<file path="src/rtl/axi_wr_pkg.sv">
// rtl/axi_wr_pkg.sv - burst/response encodings and FSM state type for the AXI write burst slave
package axi_wr_pkg;

  localparam logic [1:0] BURST_FIXED = 2'b00;
  localparam logic [1:0] BURST_INCR  = 2'b01;
  localparam logic [1:0] BURST_WRAP  = 2'b10;

  localparam logic [1:0] RESP_OKAY   = 2'b00;
  localparam logic [1:0] RESP_SLVERR = 2'b10;

  typedef enum logic [1:0] {
    ST_IDLE,
    ST_DATA,
    ST_RESP
  } state_t;

  // WRAP bursts are only meaningful for 2, 4, 8 or 16 beats
  function automatic logic wrap_len_ok(input logic [7:0] len);
    return (len == 8'd1) || (len == 8'd3) || (len == 8'd7) || (len == 8'd15);
  endfunction

endpackage

</file>
<file path="src/rtl/axi_wr_burst_slave_if.sv">
// rtl/axi_wr_burst_slave_if.sv - AXI write channels plus downstream beat port, with master/slave views
interface axi_wr_burst_slave_if #(
  parameter int ID_W   = 8,
  parameter int ADDR_W = 11,
  parameter int DATA_W = 32
);
  logic [ID_W-1:0]     AWID;
  logic [ADDR_W-1:0]   AWADDR;
  logic [7:0]          AWLEN;
  logic [2:0]          AWSIZE;
  logic [1:0]          AWBURST;
  logic                AWVALID;
  logic                AWREADY;

  logic [DATA_W-1:0]   WDATA;
  logic [DATA_W/8-1:0] WSTRB;
  logic                WLAST;
  logic                WVALID;
  logic                WREADY;

  logic [ID_W-1:0]     BID;
  logic [1:0]          BRESP;
  logic                BVALID;
  logic                BREADY;

  logic                wr_vld;
  logic                wr_rdy;
  logic [ADDR_W-1:0]   wr_addr;
  logic [DATA_W-1:0]   wr_data;
  logic [DATA_W/8-1:0] wr_strb;
  logic                wr_last;
  logic                wr_err;

  modport slave (
    input  AWID, AWADDR, AWLEN, AWSIZE, AWBURST, AWVALID,
    output AWREADY,
    input  WDATA, WSTRB, WLAST, WVALID,
    output WREADY,
    output BID, BRESP, BVALID,
    input  BREADY,
    output wr_vld, wr_addr, wr_data, wr_strb, wr_last,
    input  wr_rdy, wr_err
  );

  modport master (
    output AWID, AWADDR, AWLEN, AWSIZE, AWBURST, AWVALID,
    input  AWREADY,
    output WDATA, WSTRB, WLAST, WVALID,
    input  WREADY,
    input  BID, BRESP, BVALID,
    output BREADY,
    input  wr_vld, wr_addr, wr_data, wr_strb, wr_last,
    output wr_rdy, wr_err
  );

endinterface

</file>
<file path="src/rtl/axi_wr_aw_fifo.sv">
// rtl/axi_wr_aw_fifo.sv - synchronous FIFO holding accepted write-address commands
module axi_wr_aw_fifo #(
  parameter int WIDTH = 32,
  parameter int DEPTH = 4
) (
  input  logic             clk,
  input  logic             rst,
  input  logic             push,
  input  logic [WIDTH-1:0] push_data,
  input  logic             pop,
  output logic [WIDTH-1:0] pop_data,
  output logic             full,
  output logic             empty
);

  localparam int PTR_W = $clog2(DEPTH);
  localparam int CNT_W = PTR_W + 1;

  logic [WIDTH-1:0] mem [DEPTH];
  logic [PTR_W-1:0] wr_ptr;
  logic [PTR_W-1:0] rd_ptr;
  logic [CNT_W-1:0] count;
  logic             do_push;
  logic             do_pop;

  // full comes from the registered count, so a pop never frees a slot for a same-cycle push
  assign full     = (count == CNT_W'(DEPTH));
  assign empty    = (count == '0);
  assign do_push  = push & ~full;
  assign do_pop   = pop & ~empty;
  assign pop_data = mem[rd_ptr];

  // Pointer and occupancy bookkeeping
  always_ff @(posedge clk or posedge rst) begin
    if (rst) begin
      wr_ptr <= '0;
      rd_ptr <= '0;
      count  <= '0;
    end else begin
      if (do_push) wr_ptr <= wr_ptr + PTR_W'(1);
      if (do_pop)  rd_ptr <= rd_ptr + PTR_W'(1);
      case ({do_push, do_pop})
        2'b10:   count <= count + CNT_W'(1);
        2'b01:   count <= count - CNT_W'(1);
        default: count <= count;
      endcase
    end
  end

  // Entry storage; contents are don't-care until written
  always_ff @(posedge clk) begin
    if (do_push) mem[wr_ptr] <= push_data;
  end

endmodule

</file>
<file path="src/rtl/axi_wr_burst_slave.sv">
// rtl/axi_wr_burst_slave.sv - AXI write burst slave emitting one downstream beat per W beat; WRAP support under AXI_WR_BURST_WRAP_EN
module axi_wr_burst_slave
  import axi_wr_pkg::*;
#(
  parameter int ID_W     = 8,
  parameter int ADDR_W   = 11,
  parameter int DATA_W   = 32,
  parameter int AW_DEPTH = 4
) (
  input logic                clk,
  input logic                rst,
  axi_wr_burst_slave_if.slave bus
);

  localparam int AW_W     = ID_W + ADDR_W + 8 + 3 + 2;
  localparam int MAX_SIZE = $clog2(DATA_W / 8);

  logic              aw_push;
  logic              aw_pop;
  logic              aw_full;
  logic              aw_empty;
  logic [AW_W-1:0]   aw_in;
  logic [AW_W-1:0]   aw_out;

  logic [ID_W-1:0]   q_id;
  logic [ADDR_W-1:0] q_addr;
  logic [7:0]        q_len;
  logic [2:0]        q_size;
  logic [1:0]        q_burst;
  logic              q_illegal;

  state_t            state;
  state_t            state_nx;

  logic [ID_W-1:0]   cur_id;
  logic [ADDR_W-1:0] cur_addr;
  logic [2:0]        cur_size;
  logic [1:0]        cur_burst;
  logic [7:0]        beat_cnt;
  logic              w_done;
  logic              illegal;
  logic [1:0]        resp_acc;

  logic              wr_vld_q;
  logic [ADDR_W-1:0] wr_addr_q;
  logic [DATA_W-1:0] wr_data_q;
  logic [DATA_W/8-1:0] wr_strb_q;
  logic              wr_last_q;

  logic              wready;
  logic              bvalid;
  logic              w_hs;
  logic              dn_hs;
  logic              last_beat;
  logic [ADDR_W-1:0] addr_step;
  logic [ADDR_W-1:0] next_addr;

  assign aw_in       = {bus.AWID, bus.AWADDR, bus.AWLEN, bus.AWSIZE, bus.AWBURST};
  assign {q_id, q_addr, q_len, q_size, q_burst} = aw_out;
  assign bus.AWREADY = ~aw_full;
  assign aw_push     = bus.AWVALID & ~aw_full;

  axi_wr_aw_fifo #(
    .WIDTH (AW_W),
    .DEPTH (AW_DEPTH)
  ) u_aw_fifo (
    .clk       (clk),
    .rst       (rst),
    .push      (aw_push),
    .push_data (aw_in),
    .pop       (aw_pop),
    .pop_data  (aw_out),
    .full      (aw_full),
    .empty     (aw_empty)
  );

  // Classify the queued command before it is popped so the burst starts with a known verdict
  always_comb begin
    q_illegal = 1'b0;
    if (q_burst == 2'b11) q_illegal = 1'b1;
    if (q_size > 3'(MAX_SIZE)) q_illegal = 1'b1;
`ifdef AXI_WR_BURST_WRAP_EN
    if ((q_burst == BURST_WRAP) && !wrap_len_ok(q_len)) q_illegal = 1'b1;
`else
    if (q_burst == BURST_WRAP) q_illegal = 1'b1;
`endif
  end

  assign addr_step = ADDR_W'(1) << cur_size;
  assign last_beat = (beat_cnt == 8'd0);
  assign dn_hs     = wr_vld_q & bus.wr_rdy;
  assign w_hs      = bus.WVALID & wready;

`ifdef AXI_WR_BURST_WRAP_EN
  logic [7:0]        cur_len;
  logic [ADDR_W-1:0] wrap_mask;

  assign wrap_mask = ((ADDR_W'(cur_len) + ADDR_W'(1)) << cur_size) - ADDR_W'(1);
`endif

  // Address of the beat after the current one, per burst type
  always_comb begin
    next_addr = cur_addr;
    case (cur_burst)
      BURST_INCR: next_addr = cur_addr + addr_step;
`ifdef AXI_WR_BURST_WRAP_EN
      BURST_WRAP: next_addr = (cur_addr & ~wrap_mask) | ((cur_addr + addr_step) & wrap_mask);
`endif
      default:    next_addr = cur_addr;
    endcase
  end

  // FSM state register
  always_ff @(posedge clk or posedge rst) begin
    if (rst) state <= ST_IDLE;
    else     state <= state_nx;
  end

  // FSM next state and channel handshake outputs
  always_comb begin
    state_nx = state;
    aw_pop   = 1'b0;
    wready   = 1'b0;
    bvalid   = 1'b0;
    case (state)
      ST_IDLE: begin
        if (!aw_empty) begin
          aw_pop   = 1'b1;
          state_nx = ST_DATA;
        end
      end
      ST_DATA: begin
        // illegal bursts drain W without ever touching the downstream port
        wready = ~w_done & (illegal | ~wr_vld_q | bus.wr_rdy);
        if (illegal) begin
          if (bus.WVALID && wready && last_beat) state_nx = ST_RESP;
        end else if (dn_hs && wr_last_q) begin
          state_nx = ST_RESP;
        end
      end
      ST_RESP: begin
        bvalid = 1'b1;
        if (bus.BREADY) state_nx = ST_IDLE;
      end
      default: state_nx = ST_IDLE;
    endcase
  end

  // Burst context, W capture into the downstream register, response accumulation
  always_ff @(posedge clk or posedge rst) begin
    if (rst) begin
      cur_id    <= '0;
      cur_addr  <= '0;
      cur_size  <= '0;
      cur_burst <= '0;
      beat_cnt  <= '0;
      w_done    <= 1'b0;
      illegal   <= 1'b0;
      resp_acc  <= RESP_OKAY;
      wr_vld_q  <= 1'b0;
      wr_addr_q <= '0;
      wr_data_q <= '0;
      wr_strb_q <= '0;
      wr_last_q <= 1'b0;
`ifdef AXI_WR_BURST_WRAP_EN
      cur_len   <= '0;
`endif
    end else begin
      if (aw_pop) begin
        cur_id    <= q_id;
        cur_addr  <= q_addr;
        cur_size  <= q_size;
        cur_burst <= q_burst;
        beat_cnt  <= q_len;
        w_done    <= 1'b0;
        illegal   <= q_illegal;
        resp_acc  <= q_illegal ? RESP_SLVERR : RESP_OKAY;
`ifdef AXI_WR_BURST_WRAP_EN
        cur_len   <= q_len;
`endif
      end
      if (w_hs) begin
        if (!illegal) begin
          wr_vld_q  <= 1'b1;
          wr_addr_q <= cur_addr;
          wr_data_q <= bus.WDATA;
          wr_strb_q <= bus.WSTRB;
          wr_last_q <= last_beat;
          cur_addr  <= next_addr;
        end
        // beat count alone ends the burst; a misplaced WLAST only taints the response
        if (bus.WLAST != last_beat) resp_acc <= RESP_SLVERR;
        if (last_beat) w_done   <= 1'b1;
        else           beat_cnt <= beat_cnt - 8'd1;
      end else if (dn_hs) begin
        wr_vld_q <= 1'b0;
      end
      if (dn_hs && bus.wr_err) resp_acc <= RESP_SLVERR;
    end
  end

  assign bus.WREADY  = wready;
  assign bus.BVALID  = bvalid;
  assign bus.BID     = cur_id;
  assign bus.BRESP   = resp_acc;
  assign bus.wr_vld  = wr_vld_q;
  assign bus.wr_addr = wr_addr_q;
  assign bus.wr_data = wr_data_q;
  assign bus.wr_strb = wr_strb_q;
  assign bus.wr_last = wr_last_q;

endmodule

</file>
<file path="src/flat_wrapper.sv">
// flat-port wrapper written by rule: the top's interface ports become plain ports
module axi_wr_burst_slave_flat import axi_wr_pkg::*;
#(
  parameter int ID_W     = 8,
  parameter int ADDR_W   = 11,
  parameter int DATA_W   = 32,
  parameter int AW_DEPTH = 4
)
  (clk, rst, bus_AWID, bus_AWADDR, bus_AWLEN, bus_AWSIZE, bus_AWBURST, bus_AWVALID, bus_AWREADY, bus_WDATA, bus_WSTRB, bus_WLAST, bus_WVALID, bus_WREADY, bus_BID, bus_BRESP, bus_BVALID, bus_BREADY, bus_wr_vld, bus_wr_addr, bus_wr_data, bus_wr_strb, bus_wr_last, bus_wr_rdy, bus_wr_err);
  axi_wr_burst_slave_if #(.ID_W(ID_W), .ADDR_W(ADDR_W), .DATA_W(DATA_W)) bus_i ();
  input logic clk;
  input logic rst;
  input wire logic [$bits(bus_i.AWID)-1:0] bus_AWID;
  input wire logic [$bits(bus_i.AWADDR)-1:0] bus_AWADDR;
  input wire logic [$bits(bus_i.AWLEN)-1:0] bus_AWLEN;
  input wire logic [$bits(bus_i.AWSIZE)-1:0] bus_AWSIZE;
  input wire logic [$bits(bus_i.AWBURST)-1:0] bus_AWBURST;
  input wire logic [$bits(bus_i.AWVALID)-1:0] bus_AWVALID;
  output wire logic [$bits(bus_i.AWREADY)-1:0] bus_AWREADY;
  input wire logic [$bits(bus_i.WDATA)-1:0] bus_WDATA;
  input wire logic [$bits(bus_i.WSTRB)-1:0] bus_WSTRB;
  input wire logic [$bits(bus_i.WLAST)-1:0] bus_WLAST;
  input wire logic [$bits(bus_i.WVALID)-1:0] bus_WVALID;
  output wire logic [$bits(bus_i.WREADY)-1:0] bus_WREADY;
  output wire logic [$bits(bus_i.BID)-1:0] bus_BID;
  output wire logic [$bits(bus_i.BRESP)-1:0] bus_BRESP;
  output wire logic [$bits(bus_i.BVALID)-1:0] bus_BVALID;
  input wire logic [$bits(bus_i.BREADY)-1:0] bus_BREADY;
  output wire logic [$bits(bus_i.wr_vld)-1:0] bus_wr_vld;
  output wire logic [$bits(bus_i.wr_addr)-1:0] bus_wr_addr;
  output wire logic [$bits(bus_i.wr_data)-1:0] bus_wr_data;
  output wire logic [$bits(bus_i.wr_strb)-1:0] bus_wr_strb;
  output wire logic [$bits(bus_i.wr_last)-1:0] bus_wr_last;
  input wire logic [$bits(bus_i.wr_rdy)-1:0] bus_wr_rdy;
  input wire logic [$bits(bus_i.wr_err)-1:0] bus_wr_err;
  assign bus_i.AWID = bus_AWID;
  assign bus_i.AWADDR = bus_AWADDR;
  assign bus_i.AWLEN = bus_AWLEN;
  assign bus_i.AWSIZE = bus_AWSIZE;
  assign bus_i.AWBURST = bus_AWBURST;
  assign bus_i.AWVALID = bus_AWVALID;
  assign bus_AWREADY = bus_i.AWREADY;
  assign bus_i.WDATA = bus_WDATA;
  assign bus_i.WSTRB = bus_WSTRB;
  assign bus_i.WLAST = bus_WLAST;
  assign bus_i.WVALID = bus_WVALID;
  assign bus_WREADY = bus_i.WREADY;
  assign bus_BID = bus_i.BID;
  assign bus_BRESP = bus_i.BRESP;
  assign bus_BVALID = bus_i.BVALID;
  assign bus_i.BREADY = bus_BREADY;
  assign bus_wr_vld = bus_i.wr_vld;
  assign bus_wr_addr = bus_i.wr_addr;
  assign bus_wr_data = bus_i.wr_data;
  assign bus_wr_strb = bus_i.wr_strb;
  assign bus_wr_last = bus_i.wr_last;
  assign bus_i.wr_rdy = bus_wr_rdy;
  assign bus_i.wr_err = bus_wr_err;
  axi_wr_burst_slave #(.ID_W(ID_W), .ADDR_W(ADDR_W), .DATA_W(DATA_W), .AW_DEPTH(AW_DEPTH)) u_core (.clk(clk), .rst(rst), .bus(bus_i));
endmodule
</file>
<file path="config.mk">
export PLATFORM = sky130hd
export DESIGN_NAME = axi_wr_burst_slave_flat
export DESIGN_NICKNAME = d
export VERILOG_FILES = /design/src/rtl/axi_wr_pkg.sv /design/src/rtl/axi_wr_burst_slave_if.sv /design/src/rtl/axi_wr_aw_fifo.sv /design/src/rtl/axi_wr_burst_slave.sv /design/src/flat_wrapper.sv
export SDC_FILE = /design/constraint.sdc
export NUM_CORES = 1
export LEC_CHECK = 0
export ABC_AREA = 1
export BUFFER_PORTS_ARGS = -buffer_cell sky130_fd_sc_hd__buf_2
export CORE_MARGIN = 10
export CORE_UTILIZATION = 60
export DETAILED_ROUTE_END_ITERATION = 12
export PLACE_DENSITY = 0.83
export REMOVE_ABC_BUFFERS = 1
export SETUP_SLACK_MARGIN = 0.05
export SYNTH_ARGS = -nofsm -noshare
export SYNTH_HDL_FRONTEND = slang
export SYNTH_HIERARCHICAL = 1
export SYNTH_SLANG_ARGS = --single-unit
</file>
<file path="constraint.sdc">
create_clock -name clk -period 5.5 [get_ports clk]
set_input_delay 0.825 -clock clk [delete_from_list [all_inputs] [get_ports clk]]
set_output_delay 0.825 -clock clk [all_outputs]
set_load 0.1 [all_outputs]
</file>
==> results by group <==
STA
  – Final setup fails: 0
  – Final hold slack: around 0.26 ns
  – Peak Freq: around 340 MHz
  – Total Neg Setup Slack: 0 ns
  – Final hold viol count: 0
  – Final Max Tran Viols: 0
  – Min setup slack post-route: 2.55 ns
  – Fin crit share: a little over half
  – Worst slew pin tran: 1.09 ns
  – RSZ-0062 raised after global routing: false
  – Tmin final: just under 3 ns
  – Max-slew headroom: a little over a quarter
  – Skew final: between 0.007 and 0.008 ns

Finish
  – Nets: 1246
  – Area of the multi-input gates: approximately 0.003 mm²
  – Diodes inserted: 0
  – Layout cell share with drive strength beyond 1: 16.5%
  – Layout area overhead: 13.8%
  – Fillers: between 1000 and 1500
  – Register area: 0.00620 mm²
  – Layout Cells excl Fill: between 1000 and 1500

Die
  – Rows: 47
  – Chip Width: 150 µm
  – Initial Utilization: about three fifths
  – Core area: approximately 0.017 mm²
  – Die area: around 0.022 mm²
  – Die height: 150 µm
  – IO Pins: approximately 140

Worst setup path
  – Slowest-stage cell, CP: inv_2
  – Startpoint types: primary input
  – Crit path capture type: flop
  – Critical Path, Cell by Cell: buf_2, inv_1, nand3_1, nand4_4, inv_2, nand2_1, o21ai_1, nand2_1
  – Worst-path fanout max: between 70 and 80
  – Path depth of the worst reg2reg path: 7
  – Crit path DAT: between 3 and 4 ns
  – Most used cell, CP: nand2_1
  – Crit Path Class: in -> reg
  – Worst path max stage delay: 1.02 ns
  – Critical Path RT: approximately 5.9 ns

CTS
  – Total CTS buffers: 23
  – Cts-stage hold buffer count: 0
  – Setup bufs post-CTS: 0
  – CTS H-tree lvls: 1
  – CTS resizes: 0
  – Root Driver: clkbuf_16
  – Maximum clock path buffer count: 3
  – CTS tree: built
  – Worst-skew pair later-pin latency: around 0.50 ns
  – Clock Sinks: roughly 220
  – Clock slew at the register clock pins of the worst setup and hold paths: ~0.060 ns

Outcome
  – Outcome: finished clean

Power and ir drop
  – Leakage: roughly 0.0057 µW
  – Switching Power: ~970 µW
  – Clk pwr share: a little over a third
  – Worst VDD drop: between 0.2 and 0.3 mV
  – Sequential Power Share: a little over half
  – Internal power: between 2000 and 3000 µW
  – Sw Ratio: approximately a quarter
  – Logic pwr share: roughly 11%
  – Cell area power density: 341 mW/mm²

Yosys
  – Avg Cell Area, Syn: 9.81 µm²
  – Post-synth design cell area: 0.0101 mm²
  – Register area share after synthesis: ~61%
  – Cells after synthesis: 1028
  – Post-synth top area cell: edfxtp_1
  – Ys Warns: 6
  – Synth unique cells: 34
  – Top cell type's share of synthesized area: a little under two fifths
  – Flops & latches, synth: between 200 and 250
  – Synth top area cells: edfxtp_1, dfrtp_1, nand2_1

GRT
  – Tot GR Track Use: 18.4%
  – Initial antenna violation count: 0
  – First-pass GRT wire length: between 30000 and 40000 µm
  – Largest net degree at the start of global routing: 86
  – Vias in the first global route: about 6900
  – Gr ovfl total: 0

Job
  – MaxCap Viol Count: 0

Placed design
  – IO Port Bufs: about 140
  – Final HPWL DP: approximately 14000 µm
  – Routability cong.: around 0.89
  – Post-place setup slack: 2.02 ns
  – DP Cell Count: 1348

Routing
  – Via count: 7339
  – Drt total wl: 21300 µm
  – DRT Pass-1 Iters: 6
  – Detail Route Antenna Nets: 0
  – Avg WL per Cell: between 15 and 20 µm
  – DRC errors left: 0
  – First DRT Iteration DRCs: just over 500
  – Vias per cell: roughly 5.3

Hold path
  – HP Class: in -> async
-- flip-flops by register name, summed over array words and instances (netlist names) --
register	cells
u_core/u_aw_fifo/rd_ptr	2
u_core/bus.BRESP	2
u_core/bus.wr_data	32
u_core/cur_size	3
u_core/bus.wr_vld	1
u_core/bus.wr_addr	11
u_core/cur_burst	2
u_core/state	2
u_core/bus.BID	8
u_core/u_aw_fifo/mem	128
u_core/u_aw_fifo/wr_ptr	2
u_core/beat_cnt	8
u_core/w_done	1
u_core/illegal	1
u_core/u_aw_fifo/count	3
u_core/bus.wr_strb	4
u_core/cur_addr	11
u_core/bus.wr_last	1
-- final timing paths --
| kind | to | slack (ns) | from |
|---|---|---|---|
| max in group asynchronous | u_core/bus.BID[4] | 4.01 | rst |
| min reg2reg | u_core/beat_cnt[0] | 0.44 | u_core/beat_cnt[0] |
| max reg2reg | u_core/cur_addr[5] | 2.56 | u_core/illegal |
| min in group clk | u_core/beat_cnt[0] | 0.44 | u_core/beat_cnt[0] |
| max | u_core/cur_addr[5] | 2.55 | bus_wr_rdy |
| min | u_core/u_aw_fifo/wr_ptr[0] | 0.26 | rst |
-- per-stage QoR --
stage,instance area [µm²],power [µW],util (%)
after floorplan,9750,2350,-
after global placement,10800,2500,65.3
after detailed placement,10800,2520,65.3
after CTS,11500,3950,69.5
after global routing,11500,4100,69.5
final,11500,3910,69.5
-- placed cells by master, fill, tap and decap left out, types with 8 or more instances in the layout --
cell and instances:
o211ai_1 67, edfxtp_1 128, nor3_1 8, nor2_1 23, inv_1 139, nand3_1 40, nand2_1 378, ha_1 15
dfrtp_1 94, o21ai_0 34, clkbuf_16 23, a21oi_1 13, buf_2 137, clkbuf_1 8
-- kinds of logic (layout without fill, tap and decap cells) --
group                      count (synthesis)  after routing  share of synthesized area (%)
AOI/OAI and AO/OA                        126            126                           8.11
adders and majority gates                 17             17                           2.26
DFF                                      222            222                           61.4
buffers and inverters                    187            328                           8.72
xor gates and xnor gates                   7              7                          0.608
and+or+nand+nor                          469            469                           18.9
-- final cells by class --
type / count / share of cell area [%]
clock buffers: 32 / 5.39
clock inverters: 9 / 0.632
inverters: 145 / 4.76
multi-input cells: 619 / 26.5
flip-flops and latches: 222 / 54.0
well taps: 220 / 2.40
repair buffers: 142 / 6.30
-- power by group through the flow --
stage               clock network, µW  logic, µW  registers (µW)
CTS                              1460        436            2050
detailed placement                  0        433            2080
global placement                    0        421            2080
global route                     1540        489            2070
finish                           1430        428            2050
floorplan                           0        281            2070
-- synth_stat cells (all sizes together) --
cell type    n
o211ai      67
xor2         5
nand4        5
nand3b       2
nor2        30
dfrtp       94
nand3       42
o21ai       36
nand2      379
nor3         9
fa           2
clkbuf       2
a21boi       1
ha          15
buf         40
inv        145
a31oi        4
o21bai       1
or2          2
a21oi       15
o22ai        2
edfxtp     128
xnor2        2
-- worst max-delay path: cells and delay by family --
| kind | cells | cell delay, ns |
|---|---|---|
| AO/OA/AOI/OAI | 1 | 0.16 |
| AND/OR/NAND/NOR | 4 | 1.13 |
| buffers and inverters | 3 | 1.16 |
-- layer usage --
metal	vias up	part of all wire, %	track usage [%]
li1	3603	-	-
met1	3432	42	23.8
met2	265	47	30.5
met3	39	8.5	3.83
met4	0	2.2	5.94
met5	-	0	0
(Power assumes the default switching activity.)
